**config.mk**
```make
export PLATFORM = sky130hd
export DESIGN_NAME = imm_ext_pipe
export DESIGN_NICKNAME = d
export VERILOG_FILES = /design/src/rtl/imm_ext_pipe.sv
export SDC_FILE = /design/constraint.sdc
export NUM_CORES = 1
export LEC_CHECK = 0
export ABC_AREA = 1
export ABC_CLOCK_PERIOD_IN_PS = 1050
export BUFFER_PORTS_ARGS = -buffer_cell sky130_fd_sc_hd__buf_2
export CAP_MARGIN = 10
export CELL_PAD_IN_SITES_DETAIL_PLACEMENT = 2
export CELL_PAD_IN_SITES_GLOBAL_PLACEMENT = 2
export CORE_MARGIN = 4
export CORE_UTILIZATION = 27
export DETAILED_ROUTE_END_ITERATION = 6
export PLACE_DENSITY_LB_ADDON = 0.1
export SYNTH_ARGS = -nofsm -noshare
export SYNTH_HDL_FRONTEND = slang
export SYNTH_SLANG_ARGS = --single-unit
```
**constraint.sdc**
```tcl
create_clock -name clk -period 1.05 [get_ports clk]
set_input_delay 0.0525 -clock clk [delete_from_list [all_inputs] [get_ports clk]]
set_output_delay 0.0525 -clock clk [all_outputs]
set_load 0.02 [all_outputs]
```
**src/rtl/imm_ext_pipe.sv**
```systemverilog
// Pipelined immediate-extension unit for the MIPS decode/execute path.
// Extends a raw immediate per in_op, then carries {valid, ext, err} through STAGES registers.
module imm_ext_pipe #(
  parameter int IMM_W  = 16,
  parameter int OUT_W  = 32,
  parameter int STAGES = 1
) (
  input  logic             clk,
  input  logic             reset,
  input  logic             in_valid,
  input  logic [IMM_W-1:0] in_imm,
  input  logic [2:0]       in_op,
  input  logic             stall,
  input  logic             flush,
  output logic             out_valid,
  output logic [OUT_W-1:0] out_ext,
  output logic             out_err
);

  typedef enum logic [2:0] {
    OP_ZERO   = 3'b000,
    OP_UPPER  = 3'b001,
    OP_SIGN   = 3'b010,
    OP_BRANCH = 3'b011,
    OP_SHAMT  = 3'b100
  } op_e;

  // Narrow immediates have fewer than five bits to offer as a shift amount.
  localparam int SH_W = (IMM_W < 5) ? IMM_W : 5;

  logic [OUT_W-1:0] zext;
  logic [OUT_W-1:0] sext;
  logic [OUT_W-1:0] ext_d;
  logic             err_d;

  assign zext = OUT_W'(in_imm);
  assign sext = OUT_W'(signed'(in_imm));

  always_comb begin
    ext_d = '0;
    err_d = 1'b0;
    case (in_op)
      OP_ZERO:   ext_d = zext;
      OP_UPPER:  ext_d = zext << (OUT_W - IMM_W);
      OP_SIGN:   ext_d = sext;
      OP_BRANCH: ext_d = sext << 2;
      OP_SHAMT:  ext_d = OUT_W'(in_imm[SH_W-1:0]);
      default: begin
        ext_d = '0;
        err_d = 1'b1;
      end
    endcase
  end

  logic             valid_q [STAGES];
  logic [OUT_W-1:0] ext_q   [STAGES];
  logic             err_q   [STAGES];

  // Bubbles enter as all-zero so ext/err are guaranteed 0 whenever valid is 0.
  always_ff @(posedge clk or posedge reset) begin
    if (reset) begin
      for (int k = 0; k < STAGES; k++) begin
        valid_q[k] <= 1'b0;
        ext_q[k]   <= '0;
        err_q[k]   <= 1'b0;
      end
    end else if (flush) begin
      for (int k = 0; k < STAGES; k++) begin
        valid_q[k] <= 1'b0;
        ext_q[k]   <= '0;
        err_q[k]   <= 1'b0;
      end
    end else if (!stall) begin
      valid_q[0] <= in_valid;
      ext_q[0]   <= in_valid ? ext_d : '0;
      err_q[0]   <= in_valid & err_d;
      for (int k = 1; k < STAGES; k++) begin
        valid_q[k] <= valid_q[k-1];
        ext_q[k]   <= ext_q[k-1];
        err_q[k]   <= err_q[k-1];
      end
    end
  end

  assign out_valid = valid_q[STAGES-1];
  assign out_ext   = ext_q[STAGES-1];
  assign out_err   = err_q[STAGES-1];

endmodule

```
After elaboration in Yosys (flattened, before gate mapping)
Index checks and enable logic that the tools add are counted.
{ "classes": {"n_eq_ne": 5, "n_mux": 9, "bitwise": 1, "reduce_logical": 2} }
{ "op_table": {"columns": ["cell", "n"], "rows": [
  ["$pmux W32 S5", 1],
  ["$mux W32", 3],
  ["$eq A3 B2 Y1 const B", 2],
  ["$mux W1", 5],
  ["$reduce_or A5 Y1", 1],
  ["$eq A3 B1 Y1 const B", 1],
  ["$eq A3 B3 Y1 const B", 1],
  ["$logic_not A3 Y1", 1],
  ["$ne A2 B1 Y1 const B", 1],
  ["$and A1 B1 Y1", 1]
]} }
{ "word_totals": {"reg_bits": 34, "in_bits": 24, "output_inout_bits": 34} }

Depth between registers and ports, before layout
{ "logic_depth": {"word_depth": 6, "ltp_mapped": 9, "mapped_depth_nobuf": 7} }

Worst setup path after synthesis
Ideal clock, no wire load.
{ "synth_path": {"kind": "input to register", "from": "input in_op[0]", "to": "register ext_q, in the netlist out_ext[29]", "setup_time_ns": 0.116, "t_arrival_ns": 0.746, "path_slack_ns": 0.187, "stages": 8, "path_buffers": 3, "path_cell_list": "buf_4 nor2_4 nor2_2 nor2_4 buf_6 buf_6 nand2_1 nand2_1"} }
{ "synth_between": {"elab_chain_len": 5} }
{ "synth_lines": {"columns": ["item", "line_no", "source"], "rows": [
  ["start: declaration", "12", "input logic [2:0] in_op,"],
  ["$eq A3 B3 Y1 (tied with other cells)", "42", "case (in_op)"],
  ["$pmux W32 S5 (*)", "42", null],
  ["$mux W32 (*)", "75", "ext_q[0] <= in_valid ? ext_d : '0;"],
  ["$mux W32 (*)", "73", "end else if (!stall) begin"],
  ["$mux W32 (*)", "67", "end else if (flush) begin"],
  ["end signal: indexed assignment", "79", "ext_q[k] <= ext_q[k-1];"],
  ["end: declaration", "56", "logic [OUT_W-1:0] ext_q [STAGES];"]
]} }
Every way passes the cells marked *; elsewhere a longest branch is shown, timed or not. The select of a mux whose other input is x is not followed.
A chain may end at the register's enable or synchronous reset.

Worst setup path in the final report
{ "layout_path": {"from": "register ext_q, in the netlist out_ext[31]", "to": "output out_ext[31]"} }
{ "layout_lines": {"columns": ["item", "line_no", "source"], "rows": [
  ["end: declaration", "16", "output logic [OUT_W-1:0] out_ext,"]
]} }
No word-level cell between the ends.

==> results by group <==
Floorplanning
  – Die area: 0.008257 sq mm
  – Num rows: 29
  – Starting Density: 28.55%
  – Die X: 90.87 um
  – Area of the core: 0.006495 sq mm
  – Chip height: 90.87 um
  – # IOs: 58

CTS
  – Clock sinks: 34
  – Inserted Clock Buffers: 5
  – Clk Latency, worst-skew pair: 0.29 ns
  – Max Root-Sink Buffers: 2
  – Reg clk slew, reported paths: 0.07 ns
  – CTS tree: yes
  – Max H-tree Level: 2
  – CTS root buf: clkbuf_8

Placement
  – Final Wtd Congestion: 0.7442
  – HPWL Detailed: 4464 um
  – PortBufs: 57

Cells and area
  – Area Overhead vs Synth: 28.54%
  – Fillers: 816
  – Area of the multi-input gates: 815.8 sq um
  – Nets: 339
  – # diodes: 0
  – Seq. cell area: 850.8 sq um
  – Final core occ: 36.70%
  – Share of layout cells above drive strength 1: 28.98%

Yosys
  – Syn Nets: 274
  – Ys Warns: 0
  – Most numerous cell in the Yosys netlist: nand2_1
  – Synth cell count leaders: nand2_1 (99), dfrtp_1 (34), nand3_1 (27)
  – Synth Flop Type: dfrtp_1
  – Ys async rst share: 100.0%
  – Mapped Area: 0.001854 sq mm
  – Synth Area in Adders: 0%
  – Mean post-synth cell area: 7.417 sq um
  – Cell count after synthesis: 250
  – Seq/Total Area, Yosys: 45.88%
  – Post-synth top area cell: dfrtp_1
  – EDFF count, synth: 0
  – Xor/xnor cell area share of the yosys netlist: 0%
  – Post-synthesis compound-gate area fraction: 5.870%
  – Multiplexer share of the synthesized area: 0%
  – Largest cells by area after synthesis: dfrtp_1 (46%), nand2_1 (20%), nand4_1 (7.8%), nand3_1 (7.3%), o21ai_0 (4.9%)
  – Area fraction of the dominant cell type after synthesis: 45.88%
  – Post-Synth Simple-Gate Area: 37.52%
  – Largest family of logic cells by synthesized area: simple AND/OR/NAND/NOR gates
  – Netlist cell types: 18
  – Flop and latch count out of synthesis: 34

Pwr
  – Sequential share of power: 48.6%
  – P per Cell Area: 1159 mW/mm^2
  – LEAKAGE: 1.406 nW
  – Clk network pwr share: 34.7%
  – Logic pwr share: 16.6%
  – Internal cell power: 1.995 mW
  – Peak supply drop: 0.3538 mV
  – Sw power: 768.5 uW
  – Switch share: 27.81%
  – Power after layout: 2.763 mW

STA
  – Setup TNS Final: 0 ns
  – Slew @ Worst Pin: 0.4125 ns
  – Post-layout minimum cycle time: 0.8933 ns
  – Hold slack: 0.04308 ns
  – FMAX: 1119 MHz
  – RSZ-0062 raised after global routing: no
  – Crit share post-route: 85.08%
  – Worst-case clock skew: 0 ns
  – Final Hold Viols: 0
  – Slew headroom: 72.43%
  – Final setup fails: 0
  – Slew Limit Fails: 0

Hold path
  – Hold path start: in_imm[1]
  – HP Class: input port to register

Setup path
  – Crit-path max FO: 2
  – Critical Path Slowest Stage Cell: dfrtp_1
  – Crit path largest cell delay: 0.39 ns
  – Critical path origin: out_ext[31]$_DFFE_PP0P_
  – WP data required: 1.00 ns
  – Worst reg2reg path startpoint: out_err$_DFFE_PP0P_
  – Buffers plus inverters on the worst setup path: 1
  – Setup CP Type: register to output port
  – CP Cell Sequence: buf_2
  – Crit-path leading delay family: flip-flops
  – Startpoint Class: register
  – Arr. time, crit path: 0.84 ns
  – CP endpoint kind: output port

Detailed routing
  – Via density: 5.026
  – Starting DRT DRC Count: 100
  – Met2 wire length: 3225 um
  – Metal1 wirelength: 2781 um
  – Met3 wire length: 252 um
  – Top Metal Used: met4
  – 1st-pass router iterations: 4
  – Wire length per cell: 16.18 um
  – DRC: 0
  – Total routed wirelength: 6327 um
  – Via count: 1965
  – Antenna viol nets, final: 0

Global routing
  – Vias in the first global route: 2105
  – First-pass GRT wire length: 10380 um
  – GR Util All Layers: 15.60%
  – Largest net degree at the start of global routing: 35
  – Grt total ovfl: 0
  – Initial antenna violation count: 0

Job
  – Max-Cap Viols: 0

Status
  – Outcome: completed
## power groups by stage
stage,Clock (mW),Combinational (mW),Sequential (mW)
detailed placement,0,0.453,1.37
floorplan,0,0.223,1.40
global route,1.07,0.514,1.35
CTS,1.01,0.459,1.34
finish,0.960,0.460,1.34
global placement,0,0.443,1.37
## cell families (layout without fill, tap and decap cells)
logic type	Yosys count	count (layout)
compound gates	21	21
buf+inv	41	104
flops	34	34
simple gates	154	155
## layout by cell type, fill, tap and decap left out, drive strengths merged
master / instances
clkinv: 1
nor2: 5
dfrtp: 34
dlygate4sd3: 1
o21ai: 19
a22o: 1
inv: 21
nand3: 28
buf: 75
clkbuf: 6
nand4: 23
a21oi: 1
nand2: 99
## final timing paths
kind                                           end  cells past startpoint  slack (ns)
max                                    out_ext[31]                      1        0.16
min                         out_ext[1]$_DFFE_PP0P_                      3        0.04
max reg2reg                    out_err$_DFFE_PP0P_                      1        0.33
min reg2reg                 out_ext[2]$_DFFE_PP0P_                      2        0.47
max in group asynchronous  out_ext[31]$_DFFE_PP0P_                      4        0.52
min in group asynchronous   out_ext[7]$_DFFE_PP0P_                      4        0.35
## registers in the layout, indices dropped and copies added, names as in the netlist
signal	cells
out_err	1
out_valid	1
out_ext	32
## timing repair
item / 4_1_cts / 5_1_grt
gates resized for setup: 0 / 1
setup endpoints to repair: 0 / 27
setup buffers: 0 / 0
hold buffers: 1 / 0
hold endpoints to repair: 34 / 0
## stage by stage
stage	instance area (sq um)	worst slack [ns]	std cells
global route	2384	0.04958	391
finish	2384	0.1567	391
floorplan	1854	0.1871	250
CTS	2372	0.08137	390
global placement	2280	-0.1910	383
detailed placement	2280	-0.2225	383
## metal layers
metal	track usage, %	vias up
li1	-	938
met4	3.769	0
met2	27.30	38
met3	3.750	6
met5	0	-
met1	19.27	983
## cell type report
cell class                      instances  share of cell area, %
Sequential cell                        34                  35.70
Multi-Input combinational cell        176                  34.23
Clock buffer                            6                  3.465
Tap cell                               77                  4.042
Inverter                               22                  3.465
Timing Repair Buffer                   76                  19.11
No activity file was read; power rests on OpenSTA's default activity.
